<file path="src/rtl/div_unit.sv">
// Multi-cycle radix-2 restoring divider for DIV/DIVU in the E stage.
// Divides magnitudes one quotient bit per cycle, then fixes signs when the result is written to HI/LO.
module div_unit #(
  parameter int WIDTH = 32,
  parameter int CNT_W = $clog2(WIDTH)
) (
  input  logic             clk,
  input  logic             rst,
  input  logic             E_div_start,
  input  logic             E_div_signed,
  input  logic [WIDTH-1:0] E_div_a,
  input  logic [WIDTH-1:0] E_div_b,
  input  logic             E_div_cancel,
  output logic             E_div_stall,
  output logic             E_div_done,
  output logic [WIDTH-1:0] E_div_hi,
  output logic [WIDTH-1:0] E_div_lo
);

  typedef enum logic [1:0] {IDLE, BUSY, DONE} state_t;

  state_t           state, state_nxt;
  logic [CNT_W-1:0] cnt;
  logic [WIDTH-1:0] rem, quo, dvs;
  logic             neg_q, neg_r;
  logic             accept, last_iter, b_zero;
  logic [WIDTH-1:0] a_mag, b_mag, rem_nxt, quo_nxt;
  logic [WIDTH:0]   rem_sh, diff;

  assign accept    = E_div_start & ~E_div_cancel & (state == IDLE);
  assign last_iter = (cnt == CNT_W'(WIDTH - 1));
  assign b_zero    = (E_div_b == '0);
  assign a_mag     = (E_div_signed & E_div_a[WIDTH-1]) ? -E_div_a : E_div_a;
  assign b_mag     = (E_div_signed & E_div_b[WIDTH-1]) ? -E_div_b : E_div_b;

  assign E_div_stall = E_div_start & ~E_div_cancel & (state != DONE);

  // Restoring step: shift next dividend bit into the partial remainder and try to subtract.
  always_comb begin
    rem_sh = {rem, quo[WIDTH-1]};
    diff   = rem_sh - {1'b0, dvs};
    if (!diff[WIDTH]) begin
      rem_nxt = diff[WIDTH-1:0];
      quo_nxt = {quo[WIDTH-2:0], 1'b1};
    end else begin
      rem_nxt = rem_sh[WIDTH-1:0];
      quo_nxt = {quo[WIDTH-2:0], 1'b0};
    end
  end

  always_comb begin
    state_nxt = state;
    case (state)
      IDLE:    if (accept) state_nxt = b_zero ? DONE : BUSY;
      BUSY:    if (last_iter) state_nxt = DONE;
      DONE:    state_nxt = IDLE;
      default: state_nxt = IDLE;
    endcase
    if (E_div_cancel) state_nxt = IDLE;
  end

  always_ff @(posedge clk or posedge rst) begin
    if (rst) begin
      state      <= IDLE;
      cnt        <= '0;
      rem        <= '0;
      quo        <= '0;
      dvs        <= '0;
      neg_q      <= 1'b0;
      neg_r      <= 1'b0;
      E_div_done <= 1'b0;
      E_div_hi   <= '0;
      E_div_lo   <= '0;
    end else begin
      state      <= state_nxt;
      E_div_done <= (state_nxt == DONE);
      case (state)
        IDLE: begin
          if (accept) begin
            cnt   <= '0;
            rem   <= '0;
            quo   <= a_mag;
            dvs   <= b_mag;
            neg_q <= E_div_signed & (E_div_a[WIDTH-1] ^ E_div_b[WIDTH-1]);
            neg_r <= E_div_signed & E_div_a[WIDTH-1];
            if (b_zero) begin
              E_div_hi <= E_div_a;
              E_div_lo <= '1;
            end
          end
        end
        BUSY: begin
          if (E_div_cancel) begin
            cnt <= '0;
          end else begin
            rem <= rem_nxt;
            quo <= quo_nxt;
            cnt <= cnt + 1'b1;
            // Signs are applied only once, as the final result lands in HI/LO.
            if (last_iter) begin
              E_div_hi <= neg_r ? -rem_nxt : rem_nxt;
              E_div_lo <= neg_q ? -quo_nxt : quo_nxt;
            end
          end
        end
        default: ;
      endcase
    end
  end

endmodule

</file>
<file path="config.mk">
export PLATFORM = sky130hd
export DESIGN_NAME = div_unit
export DESIGN_NICKNAME = d
export VERILOG_FILES = /design/src/rtl/div_unit.sv
export SDC_FILE = /design/constraint.sdc
export NUM_CORES = 1
export LEC_CHECK = 0
export CORE_ASPECT_RATIO = 0.5
export CORE_MARGIN = 8
export CORE_UTILIZATION = 46
export CTS_CLUSTER_SIZE = 8
export DETAILED_ROUTE_END_ITERATION = 12
export GPL_ROUTABILITY_DRIVEN = 1
export MAX_ROUTING_LAYER = met4
export PLACE_DENSITY = 0.69
export SLEW_MARGIN = 20
export SYNTH_ARGS = -nofsm -noshare
export SYNTH_HDL_FRONTEND = slang
export SYNTH_SLANG_ARGS = --single-unit
</file>
<file path="constraint.sdc">
create_clock -name clk -period 7.35 [get_ports clk]
set_input_delay 1.1025 -clock clk [delete_from_list [all_inputs] [get_ports clk]]
set_output_delay 1.1025 -clock clk [all_outputs]
set_load 0.03 [all_outputs]
</file>
==> results.json <==
{
  "outcome": "finished clean",
  "cts_sinks": 170,
  "ys.flop_type": "dfrtp_1",
  "hp-start": "E_div_hi[0]",
  "rr_endpoint": "E_div_hi[24]",
  "final_util": 0.554,
  "cp_top_family": "compound AO/OA/AOI/OAI gates",
  "clkTransAtPathRegs_ps": 70,
  "synth.distinct_cells": 77,
  "r2r_cells": 21,
  "crit_type": "reg -> reg",
  "cp-end-kind": "flip-flop",
  "whs_endpoint": "E_div_hi[0]",
  "yosysWarnings": 0,
  "max-cap-violations": 0,
  "skew_ps": 12.2,
  "synth.most_common_cell": "nand2_1",
  "post_cts_resized": 0,
  "cts-htree-levels": 4,
  "synth-seq-area-share": 0.338,
  "power_density_mw_per_mm2": 412,
  "synth_edf_count": 0,
  "relSlewSlack": 0.279,
  "grt_use_total": 0.245,
  "fin_crit_sh": 0.790,
  "post-dp-hpwl_mm": 30.4,
  "cp.required_ps": 7650,
  "ant_nets": 0,
  "pwr-share-clk": 0.157,
  "period_needed_ps": 5810,
  "grt_setup_unrepaired": "no",
  "worstPathArrival_ps": 6110,
  "setup.worst_path.start_class": "flip-flop",
  "netlist_instances": 1583,
  "cp_max_fo": 20,
  "multiInputGateArea_sq_mm": 0.00778,
  "initial_core_util": 0.472,
  "gp_congestion": 0.938,
  "worstMarginPinSlew_ps": 1080,
  "setup_viol": 0,
  "syn_avg_cell_area_sq_um": 7.95,
  "ys_top_cells_by_count": "nand2_1 (190), o21ai_0 (186), dfrtp_1 (170)",
  "yosys.area.top_type": "dfrtp_1",
  "port_buffers": 134,
  "placementRows": 42,
  "clockRootBuffer": "clkbuf_16",
  "finalPower_mw": 6.09,
  "combPwrFrac": 0.604,
  "peakVddDrop_v": 0.000240,
  "slowest_stage": "o41ai_1",
  "die_width_microns": 250,
  "antenna_found_initial": 1,
  "drt_first_pass_iters": 7,
  "pwr-share-seq": 0.239,
  "max_freq_ghz": 0.172,
  "report.final.slew_viol_count": 0,
  "post_cts_buffers": 0,
  "p_sw_mw": 3.04,
  "path_cells": "inv_1 > ha_1 > inv_1 > fa_1 > a211oi_2 > o211ai_1 > a21oi_2 > a211oi_2 > a2111oi_4 > buf_4 > nor2_4 > inv_1 > buf_4 > nor2_1 > a21oi_1 > ha_1 > and4_1 > a41oi_1 > o41ai_1 > xnor2_1 > a21oi_1",
  "internal_power_mw": 3.05,
  "post-route-drc-count": 0,
  "reg2reg_from": "quo[31]",
  "worst-path-buf-inv": 5,
  "seqCellArea_sq_mm": 0.00425,
  "cp_common_cell": "inv_1",
  "tritoncts": "built",
  "synth_seq_cells": 170,
  "syn2layout_area_growth_pct": 17.4,
  "num_vias": 12400,
  "dieHeight_microns": 133,
  "slowest_delay_ps": 550,
  "timing.hold.ws_ps": 480,
  "drtIter0Drc": 1197,
  "wirelength_mm": 40.6,
  "layout.nets": 1766,
  "hold_violations": 0,
  "overflow": 0,
  "synthesis.area_sq_mm": 0.0126,
  "grt_pass1_wl_mm": 64.4,
  "whs_path_depth": 1,
  "viasPerCell": 6.12,
  "clk_latency_ps": 460,
  "r2r_slack_ps": 1540,
  "dieArea_sq_mm": 0.0332,
  "cts_buffers": 17,
  "grt_max_degree": 100,
  "swShare": 0.499,
  "p_leak_nw": 6.03,
  "fin_setup_tns_ps": 0,
  "yosysTopAreaCellShare": 0.338,
  "grt_pass1_vias": 11500,
  "cts_hold_buffers": 0,
  "core_area_sq_mm": 0.0267,
  "async_flop_share": 1.00,
  "fill_cells": 2527,
  "wl_per_cell_microns": 20.1,
  "ys_top_cells_by_area": "dfrtp_1 (34%), o21ai_0 (7.4%), nand2_1 (5.7%)",
  "ios": 135,
  "drive_gt1_frac": 0.0545,
  "cts_max_path_buffers": 2,
  "hp-class": "reg -> reg",
  "syn_nets": 1691
}
-- power by group through the flow --
stage	Sequential [mW]	Combinational, mW	Clock [mW]
2_1_floorplan	1.59	2.33	0
4_1_cts	1.45	3.62	0.964
3_5_place_dp	1.46	3.60	0
6_report	1.45	3.68	0.954
5_1_grt	1.49	3.98	1.00
3_3_place_gp	1.45	3.55	0
-- worst max-delay path by stage --
stage	from	endpoint	slack, ps	depth (start not counted)
floorplan	rst	E_div_done	1640	1
global placement	quo[31]	E_div_hi[26]	1790	21
detailed placement	quo[31]	E_div_hi[24]	1680	21
CTS	quo[31]	E_div_hi[24]	1660	21
global route	rem[16]	E_div_hi[26]	1240	18
finish	quo[31]	E_div_hi[24]	1540	21
-- metal layers --
layer / track usage / up-vias / part of all wire
li1: - / 5908 / -
met1: 0.341 / 6008 / 0.48
met2: 0.362 / 413 / 0.44
met3: 0.0416 / 54 / 0.061
met4: 0.0737 / 0 / 0.022
met5: - / - / 0
-- worst register-to-register path, cell delays in order, from the launching register on --
cell and delay, ps:
dfrtp_1 410, inv_1 90, ha_1 180, inv_1 60, fa_1 420, a211oi_2 290, o211ai_1 180, a21oi_2 440
a211oi_2 210, a2111oi_4 350, buf_4 350, nor2_4 140, inv_1 120, buf_4 180, nor2_1 60, a21oi_1 300
ha_1 350, and4_1 270, a41oi_1 390, o41ai_1 550, xnor2_1 210, a21oi_1 100
-- cell families after synthesis --
logic type | count (synthesis) | synth area share
flip-flops | 170 | 0.338
AO/OA/AOI/OAI | 538 | 0.265
XOR/XNOR | 120 | 0.0835
adder cells (fa/ha/maj) | 39 | 0.0394
buffers and inverters | 154 | 0.0475
AND/OR/NAND/NOR | 528 | 0.199
multiplexers | 34 | 0.0276
-- through the flow --
stage	cells	instance area, sq um	setup slack [ps]
floorplan	1583	12600	1640
global placement	1991	14200	1790
detailed placement	1991	14200	1680
CTS	2023	14800	1660
global route	2024	14800	1240
finish	2024	14800	1540
-- layout make-up --
type	instances	share of cell area
multi-input cells	1259	0.526
flip-flops and latches	170	0.288
repair buffers	152	0.0999
clock buffers	20	0.0309
well taps	352	0.0298
inverters	58	0.0151
clock inverters	12	0.0101
diodes	1	0.000169
-- cells in the final DEF, fill, tap and decap left out, drive strengths merged, types with 6 or more instances in the layout --
master and count:
o41ai 18, and2 16, nand2b 10, nand3 29, or4 15, nand4 14
inv 65, o22ai 6, a21boi 9, or2 10, a21o 8, mux2i 28
o31ai 26, o21ai 189, buf 18, clkbuf 20, clkdlybuf4s50 134, o31a 9
o21a 6, and3 26, nor3 35, nand2 190, nor2b 6, nor2 123
xor2 71, a31oi 34, a211oi 19, dfrtp 170, nor4 17, xnor2 49
a21oi 145, or3 21, a211o 7, o211ai 15, mux2 6, ha 38
-- sequential cells by signal (all words and copies together) (netlist names) --
register	cells
E_div_hi	32
E_div_done	1
dvs	32
cnt	5
neg_r	1
rem	32
quo	32
state	2
E_div_lo	32
neg_q	1
No activity file was read; power rests on OpenSTA's default activity.
